`src/rtl/mem_rr_arbiter_if.sv`:
```
// Bundle between the core array (master side) and the round-robin memory arbiter (slave side).
// Per-port buses are packed [port][bit], bit-identical to the flat 32*N_PORTS layout.
interface mem_rr_arbiter_if #(
  parameter int N_PORTS = 4,
  parameter int ID_BITS = (N_PORTS > 1) ? $clog2(N_PORTS) : 1
);
  logic [N_PORTS-1:0]       req_valid;
  logic [N_PORTS-1:0][31:0] req_addr;
  logic [N_PORTS-1:0][31:0] req_wdata;
  logic [N_PORTS-1:0][3:0]  req_wstrb;
  logic [N_PORTS-1:0]       req_ready;
  logic [N_PORTS-1:0][31:0] req_rdata;
  logic                     mem_valid;
  logic [31:0]              mem_addr;
  logic [31:0]              mem_wdata;
  logic [3:0]               mem_wstrb;
  logic                     mem_ready;
  logic [31:0]              mem_rdata;
  logic [ID_BITS-1:0]       grant_id;
  logic [ID_BITS-1:0]       stat_sel;
  logic [31:0]              stat_count;

  modport slave (
    input  req_valid, req_addr, req_wdata, req_wstrb, mem_ready, mem_rdata, stat_sel,
    output req_ready, req_rdata, mem_valid, mem_addr, mem_wdata, mem_wstrb, grant_id, stat_count
  );

  modport master (
    output req_valid, req_addr, req_wdata, req_wstrb, mem_ready, mem_rdata, stat_sel,
    input  req_ready, req_rdata, mem_valid, mem_addr, mem_wdata, mem_wstrb, grant_id, stat_count
  );
endinterface

```
`src/rtl/mem_rr_arbiter.sv`:
```
// Work-conserving round-robin arbiter: N_PORTS native memory masters onto one slave, IDLE->BUS->RESP.
// Optional per-port grant counters with a registered readback port under `MEM_ARB_STATS_EN.
module mem_rr_arbiter #(
  parameter int N_PORTS = 4
) (
  input  logic            clk,
  input  logic            resetn,
  mem_rr_arbiter_if.slave bus
);
  localparam int ID_BITS = (N_PORTS > 1) ? $clog2(N_PORTS) : 1;

  typedef enum logic [1:0] {IDLE, BUS, RESP} state_t;

  state_t                   state;
  logic [ID_BITS-1:0]       last_q, gnt_q, pick, cand;
  logic                     mem_valid_q;
  logic [31:0]              mem_addr_q, mem_wdata_q;
  logic [3:0]               mem_wstrb_q;
  logic [N_PORTS-1:0]       ready_q;
  logic [N_PORTS-1:0][31:0] rdata_q;

  // Scan last+N down to last+1 so the port closest after last is assigned last and wins.
  always_comb begin
    pick = '0;
    cand = '0;
    for (int i = N_PORTS; i >= 1; i--) begin
      cand = ID_BITS'((int'(last_q) + i) % N_PORTS);
      if (bus.req_valid[cand]) pick = cand;
    end
  end

  always_ff @(posedge clk) begin
    if (!resetn) begin
      state       <= IDLE;
      last_q      <= ID_BITS'(N_PORTS - 1);
      gnt_q       <= '0;
      mem_valid_q <= 1'b0;
      mem_addr_q  <= '0;
      mem_wdata_q <= '0;
      mem_wstrb_q <= '0;
      ready_q     <= '0;
      rdata_q     <= '0;
    end else begin
      case (state)
        IDLE: if (|bus.req_valid) begin
          gnt_q       <= pick;
          mem_addr_q  <= bus.req_addr[pick];
          mem_wdata_q <= bus.req_wdata[pick];
          mem_wstrb_q <= bus.req_wstrb[pick];
          mem_valid_q <= 1'b1;
          state       <= BUS;
        end
        BUS: if (bus.mem_ready) begin
          rdata_q[gnt_q] <= bus.mem_rdata;
          ready_q[gnt_q] <= 1'b1;
          last_q         <= gnt_q;
          mem_valid_q    <= 1'b0;
          state          <= RESP;
        end
        RESP: begin
          ready_q <= '0;
          state   <= IDLE;
        end
        default: state <= IDLE;
      endcase
    end
  end

  assign bus.mem_valid = mem_valid_q;
  assign bus.mem_addr  = mem_addr_q;
  assign bus.mem_wdata = mem_wdata_q;
  assign bus.mem_wstrb = mem_wstrb_q;
  assign bus.req_ready = ready_q;
  assign bus.req_rdata = rdata_q;
  assign bus.grant_id  = gnt_q;

`ifdef MEM_ARB_STATS_EN
  logic [31:0] cnt [N_PORTS];
  logic [31:0] stat_q;

  for (genvar p = 0; p < N_PORTS; p++) begin : g_cnt
    always_ff @(posedge clk) begin
      if (!resetn)
        cnt[p] <= '0;
      else if (state == BUS && bus.mem_ready && gnt_q == ID_BITS'(p) && cnt[p] != '1)
        cnt[p] <= cnt[p] + 32'd1;
    end
  end

  // Selects beyond N_PORTS-1 (non power-of-two port counts) read as zero.
  always_ff @(posedge clk) begin
    if (!resetn)
      stat_q <= '0;
    else
      stat_q <= (int'(bus.stat_sel) < N_PORTS) ? cnt[bus.stat_sel] : '0;
  end

  assign bus.stat_count = stat_q;
`else
  logic unused_stat_sel;
  assign unused_stat_sel = ^bus.stat_sel;
  assign bus.stat_count  = '0;
`endif
endmodule

```
`src/flat_wrapper.sv`:
```
// flat-port wrapper written by rule: the top's interface ports become plain ports
module mem_rr_arbiter_flat 
#(
  parameter int N_PORTS = 4
)
  (clk, resetn, bus_req_valid, bus_req_addr, bus_req_wdata, bus_req_wstrb, bus_mem_ready, bus_mem_rdata, bus_stat_sel, bus_req_ready, bus_req_rdata, bus_mem_valid, bus_mem_addr, bus_mem_wdata, bus_mem_wstrb, bus_grant_id, bus_stat_count);
  mem_rr_arbiter_if #(.N_PORTS(N_PORTS)) bus_i ();
  input  logic clk;
  input  logic resetn;
  input wire logic [$bits(bus_i.req_valid)-1:0] bus_req_valid;
  input wire logic [$bits(bus_i.req_addr)-1:0] bus_req_addr;
  input wire logic [$bits(bus_i.req_wdata)-1:0] bus_req_wdata;
  input wire logic [$bits(bus_i.req_wstrb)-1:0] bus_req_wstrb;
  input wire logic [$bits(bus_i.mem_ready)-1:0] bus_mem_ready;
  input wire logic [$bits(bus_i.mem_rdata)-1:0] bus_mem_rdata;
  input wire logic [$bits(bus_i.stat_sel)-1:0] bus_stat_sel;
  output wire logic [$bits(bus_i.req_ready)-1:0] bus_req_ready;
  output wire logic [$bits(bus_i.req_rdata)-1:0] bus_req_rdata;
  output wire logic [$bits(bus_i.mem_valid)-1:0] bus_mem_valid;
  output wire logic [$bits(bus_i.mem_addr)-1:0] bus_mem_addr;
  output wire logic [$bits(bus_i.mem_wdata)-1:0] bus_mem_wdata;
  output wire logic [$bits(bus_i.mem_wstrb)-1:0] bus_mem_wstrb;
  output wire logic [$bits(bus_i.grant_id)-1:0] bus_grant_id;
  output wire logic [$bits(bus_i.stat_count)-1:0] bus_stat_count;
  assign bus_i.req_valid = bus_req_valid;
  assign bus_i.req_addr = bus_req_addr;
  assign bus_i.req_wdata = bus_req_wdata;
  assign bus_i.req_wstrb = bus_req_wstrb;
  assign bus_i.mem_ready = bus_mem_ready;
  assign bus_i.mem_rdata = bus_mem_rdata;
  assign bus_i.stat_sel = bus_stat_sel;
  assign bus_req_ready = bus_i.req_ready;
  assign bus_req_rdata = bus_i.req_rdata;
  assign bus_mem_valid = bus_i.mem_valid;
  assign bus_mem_addr = bus_i.mem_addr;
  assign bus_mem_wdata = bus_i.mem_wdata;
  assign bus_mem_wstrb = bus_i.mem_wstrb;
  assign bus_grant_id = bus_i.grant_id;
  assign bus_stat_count = bus_i.stat_count;
  mem_rr_arbiter #(.N_PORTS(N_PORTS)) u_core (.clk(clk), .resetn(resetn), .bus(bus_i));
endmodule
```
`config.mk`:
```
export PLATFORM = sky130hd
export DESIGN_NAME = mem_rr_arbiter_flat
export DESIGN_NICKNAME = d
export VERILOG_FILES = /design/src/rtl/mem_rr_arbiter_if.sv /design/src/rtl/mem_rr_arbiter.sv /design/src/flat_wrapper.sv
export SDC_FILE = /design/constraint.sdc
export NUM_CORES = 1
export LEC_CHECK = 0
export BUFFER_PORTS_ARGS = -buffer_cell sky130_fd_sc_hd__buf_2
export CAP_MARGIN = 20
export CORE_AREA = 2 2 214 216
export DETAILED_ROUTE_END_ITERATION = 16
export DIE_AREA = 0 0 216 218
export REMOVE_ABC_BUFFERS = 1
export SLEW_MARGIN = 0
export SYNTH_ARGS = -nofsm -noshare
export SYNTH_HDL_FRONTEND = slang
export SYNTH_SLANG_ARGS = --single-unit
export TNS_END_PERCENT = 1
```
`constraint.sdc`:
```
create_clock -name clk -period 3.4 [get_ports clk]
set_input_delay 0 -clock clk [delete_from_list [all_inputs] [get_ports clk]]
set_output_delay 0 -clock clk [all_outputs]
set_load 0.02 [all_outputs]
```
Word-level counts from Yosys, hierarchy flattened:

Index checks and enable logic that the tools add are counted.

* register bits: 207
* output and inout bits: 235
* word-level logic and storage cells: 69

* bitwise gates (word level): 1
* $add $sub $neg: 4
* equality and inequality tests: 4
* multiplexer cells: 31
* $lt $le $gt $ge: 7
* reduce and logical (&&, ||, !) cells: 10

Operator list (number)
* $bmux W32 S2: 2
* $bwmux W128: 1
* $mux W32: 3
* $demux W32 S2: 1
* $lt A2 B3 Y1 const B: 6
* $mux W2: 6
* $bmux W1 S2: 4
* $bmux W4 S2: 1
* $mux W4: 2
* $pmux W4 S2: 1
* $reduce_and A2 Y1: 4
* $mux W1: 7
* $add A2 B1 Y2 const B: 2
* $add A2 B2 Y2 const B: 2
* $or A4 B4 Y4: 1
* $pmux W2 S2: 1
* $reduce_bool A2 Y1: 2
* $reduce_or A4 Y1: 1
* $reduce_and A3 Y1: 1
* $demux W1 S2: 1
* $eq A2 B1 Y1 const B: 1
* $eq A2 B2 Y1 const B: 1
* $ge A2 B1 Y1 const B: 1
* $logic_not A2 Y1: 1
* other kinds (4): 4

Longest topological paths before layout:

* depth in word-level cells: 9
* gate-level depth with buffers: 9
* mapped depth without buffers: 5

Least setup slack after synthesis:

No wires, ideal clock.

* path kind: reg2reg
* from: register u_core.last_q[0]
* to: register u_core.mem_wdata_q[25], in the netlist u_core.bus.mem_wdata[25]
* data arrival time: 1.604 ns
* slack: 1.672 ns
* stages on the path, launching flop included: 10
* path buffers: 4
* setup time: 0.124 ns
* required time: 3.276 ns
* path through: dfxtp_1 nor2b_4 o21a_1 buf_2 nor3_2 buf_4 buf_6 buf_8 mux2i_1 o211ai_2

* cells in the longest elaborated chain, start to end: 9

RTL lines
* start: declaration: line mem_rr_arbiter.sv:15 `logic [ID_BITS-1:0] last_q, gnt_q, pick, cand;`
* start signal: assignment: line mem_rr_arbiter.sv:35 `last_q <= ID_BITS'(N_PORTS - 1);`
* start signal: assignment: line mem_rr_arbiter.sv:56 `last_q <= gnt_q;`
* $add A2 B1 Y2: line mem_rr_arbiter.sv:27 `cand = ID_BITS'((int'(last_q) + i) % N_PORTS);`
* $bmux W1 S2: line mem_rr_arbiter.sv:28 `if (bus.req_valid[cand]) pick = cand;`
* $mux W1 (not written as such): line mem_rr_arbiter.sv:28
* $mux W2 (3 in a row): line mem_rr_arbiter.sv:28
* $mux W2 *: line mem_rr_arbiter.sv:28
* $bmux W32 S2 *: line mem_rr_arbiter.sv:48 `mem_wdata_q <= bus.req_wdata[pick];`
* $mux W32 (not written as such) *: line mem_rr_arbiter.sv:48
* end signal: assignment: line mem_rr_arbiter.sv:48
* end: declaration: line mem_rr_arbiter.sv:17 `logic [31:0] mem_addr_q, mem_wdata_q;`

Mark *: on every way between the ends. The rest lies on a longest branch, timed or not. The select of a mux whose other input is x is not followed.
A chain may end at the register's enable or synchronous reset.

Worst setup path in the final report:

* from: register u_core.last_q[0]
* to: register u_core.mem_wdata_q[9], in the netlist u_core.bus.mem_wdata[9]

Same word-level chain as after synthesis.

==> run_results.csv <==
group,metric,value,unit
status,status,"finished, final reports clean",
sta,timing.final.crit_share,94.7,%
final_layout,area_growth,61.6,%
power_and_ir_drop,leakagePower,0.00752,µW
sta,report.final.hold_viol_count,0,
worst_setup_path,endpoint_kind,"flop",
global_route,grt_max_degree,110,
floorplan,die_x,216,µm
clock_network,cts_tree,"done",
detailed_routing,drt_wl_total,48100,µm
worst_setup_path,cp_max_fo,33,
detailed_routing,drtAntennaViolNets,0,
synth,seq_area_frac_synth,40.5,%
floorplan,die_area,0.0471,mm²
synth,synth.avg_cell_area,8.46,µm²
synth,synth_edf_count,0,
clock_network,cts_max_level,1,
place,dp_hpwl,31300,µm
floorplan,start_util,22.8,%
final_layout,finalNetCount,2205,
sta,tightest_slew,1.09,ns
synth,syn_inst,1211,
synth,ys_top_cells_by_area,"dfxtp_1, nand2_1, a21boi_0, mux2i_1, a211o_1",
sta,fin_worst_skew,0.0141,ns
place,port_buffers,513,
final_layout,final_cell_area,0.0165,mm²
worst_setup_path,required,3.84,ns
clock_network,cts-root-buf,"clkbuf_16",
synth,ys.flop_type,"dfxtp_1",
sta,period_needed,3.22,ns
clock_network,numCtsBuffers,25,
synth,async_flop_share,0,%
power_and_ir_drop,power_density,455,mW/mm²
clock_network,clkTransAtPathRegs,0.06,ns
synth,syn_area,0.0102,mm²
clock_network,insertion_delay,0.56,ns
global_route,grt_overflow,0,
power_and_ir_drop,vdd_drop_max,422,µV
power_and_ir_drop,p_total,7520,µW
final_layout,final_layout_size_suffix_gt1_share,31.8,%
place,placed_area,0.0132,mm²
clock_network,cts.sinks,207,
floorplan,die_h,218,µm
floorplan,placementRows,78,
floorplan,core,0.0449,mm²
sta,drv_slew,0,
synth,yosys_register_bits,207,
hold_path,hp-class,"in2reg",
detailed_routing,detail_route.iter0.violations,1237,
sta,setup_viol,0,
worst_setup_path,path_class,"reg2reg",
global_route,grt_pass1_wl,70400,µm
detailed_routing,detailroute.via_count,12200,
worst_setup_path,crit_arrival,3.66,ns
synth,synth_warnings,0,
synth,yosysUniqueCellTypes,41,
detailed_routing,vias_per_cell,4.83,
synth,synth_area_leader_cell,"dfxtp_1",
detailed_routing,firstDrtPassIters,6,
detailed_routing,drcViolationCount,0,
sta,relSlewSlack,27.3,%
detailed_routing,wl_per_cell,19.1,µm
global_route,antenna_found_initial,12,
sta,fmax,0.310,GHz
synth,yosysTopAreaCellShare,40.5,%
floorplan,ios,548,
global_route,grtUsageTotal,18.9,%
place,place.gp.congestion,0.923,
clock_network,cts_max_path_buffers,3,
final_layout,nFillCells,4558,
worst_setup_path,cp-start-kind,"flop",
global_route,grt_pass1_vias,12400,
job,cap_violations,0,
-- critical path, cell delays in order (launching register included) --
cell and delay, ns:
dfxtp_1 0.38, nor2b_4 0.07, o21a_4 0.35, nor3_4 0.18
buf_4 0.16, buf_6 0.42, mux2i_1 0.26, dlygate4sd3_1 0.59
o211ai_1 0.08, dlygate4sd3_1 0.58
-- path summary, 6_finish.rpt --
check	cells after the start	from	end	slack, ns
setup reg to reg	9	u_core.last_q[0]$_SDFFE_PN1P_	u_core.bus.mem_wdata[9]$_SDFFE_PN0P_	0.18
hold / removal	5	bus_req_valid[2]	u_core.bus.mem_valid$_SDFFE_PN0P_	0.16
hold reg to reg	2	u_core.bus.req_rdata[29]$_SDFFE_PN0P_	u_core.bus.req_rdata[29]$_SDFFE_PN0P_	0.46
setup / recovery	9	u_core.last_q[0]$_SDFFE_PN1P_	u_core.bus.mem_wdata[9]$_SDFFE_PN0P_	0.18
-- flip-flops by register name, summed over array words and instances (netlist names), 2 cells and up --
register,cells
u_core.bus.grant_id,2
u_core.bus.req_ready,4
u_core.bus.mem_wdata,32
u_core.bus.mem_addr,32
u_core.state,2
u_core.bus.req_rdata,128
u_core.last_q,2
u_core.bus.mem_wstrb,4
-- cell usage in the layout (no fill, tap or decap), types with 3 or more instances in the layout --
cell and count:
dfxtp_1 207, buf_2 512, mux2i_1 69, nor2_1 4, a211o_1 68, a21boi_0 129
o211ai_1 59, clkbuf_8 7, buf_4 25, nand3_1 3, clkbuf_1 5, nor2b_1 3
o211ai_2 9, clkbuf_16 26, dlygate4sd3_1 241, bufinv_16 4, conb_1 32, nand4_1 68
o31ai_1 68, nand2_1 330, o21a_1 5, diode_2 9
-- metal layers --
| layer | vias up | GRT usage [%] | wire [µm] |
|---|---|---|---|
| met1 | 5746 | 20.5 | 17900 |
| met2 | 667 | 34.3 | 24000 |
| met3 | 124 | 5.26 | 4260 |
| met5 | - | 0 | 27 |
| met4 | 4 | 7.97 | 1980 |
| li1 | 5641 | - | - |
-- where the power goes --
group	internal (µW)	leakage (µW)	switching [µW]
Clock	1820	0.000443	1140
Combinational	875	0.00539	1010
Sequential	2590	0.00169	98.5
Total	5280	0.00752	2250
-- logic make-up (layout without fill, tap and decap cells) --
logic type             count (synthesis)  count (layout)  share of synthesized area [%]
AND/OR/NAND/NOR                      427             427                           18.2
flip-flops                           207             207                           40.5
AO/OA/AOI/OAI                        348             348                           26.8
buffers and inverters                159             828                           7.82
multiplexers                          69              69                           6.74
other                                  1              41                         0.0366
-- synth_stat cells, drive strengths merged, types with 3 or more instances --
cell type	count
a211o	68
a21boi	129
a21oi	3
buf	69
clkbuf	89
dfxtp	207
mux2i	69
nand2	331
nand3	4
nand4	68
nor2	5
nor2b	5
nor3	4
o211ai	68
o21a	7
o31ai	68
-- cell type report --
cell class,instances,area [µm²],share of cell area [%]
Timing Repair Buffer,781,5220,31.5
Inverter,1,3.75,0.0227
Multi-Input combinational cell,876,5500,33.2
Clock buffer,37,741,4.48
Antenna cell,9,22.5,0.136
Clock inverter,9,166,1.01
Tap cell,600,751,4.54
Sequential cell,207,4140,25.0
-- per-stage QoR --
step	cells	setup WS, ns	setup TNS, ns	util, %	hold WS, ns
6_report	2520	0.179	0	36.9	0.165
5_1_grt	2520	-0.00149	-0.00149	36.9	0.227
4_1_cts	2508	0.0190	0	36.7	0.138
3_5_place_dp	2221	0.879	0	29.3	0.293
3_3_place_gp	2221	0.925	0	29.3	0.286
2_1_floorplan	1084	-2.49	-167.40	-	0.0718
-- repair_timing --
action,CTS,global route
setup buffers,0,2
setup endpoints to repair,0,63
hold buffers,241,0
hold endpoints to repair,203,0
resized for setup,0,2
No activity file was read; power rests on OpenSTA's default activity.
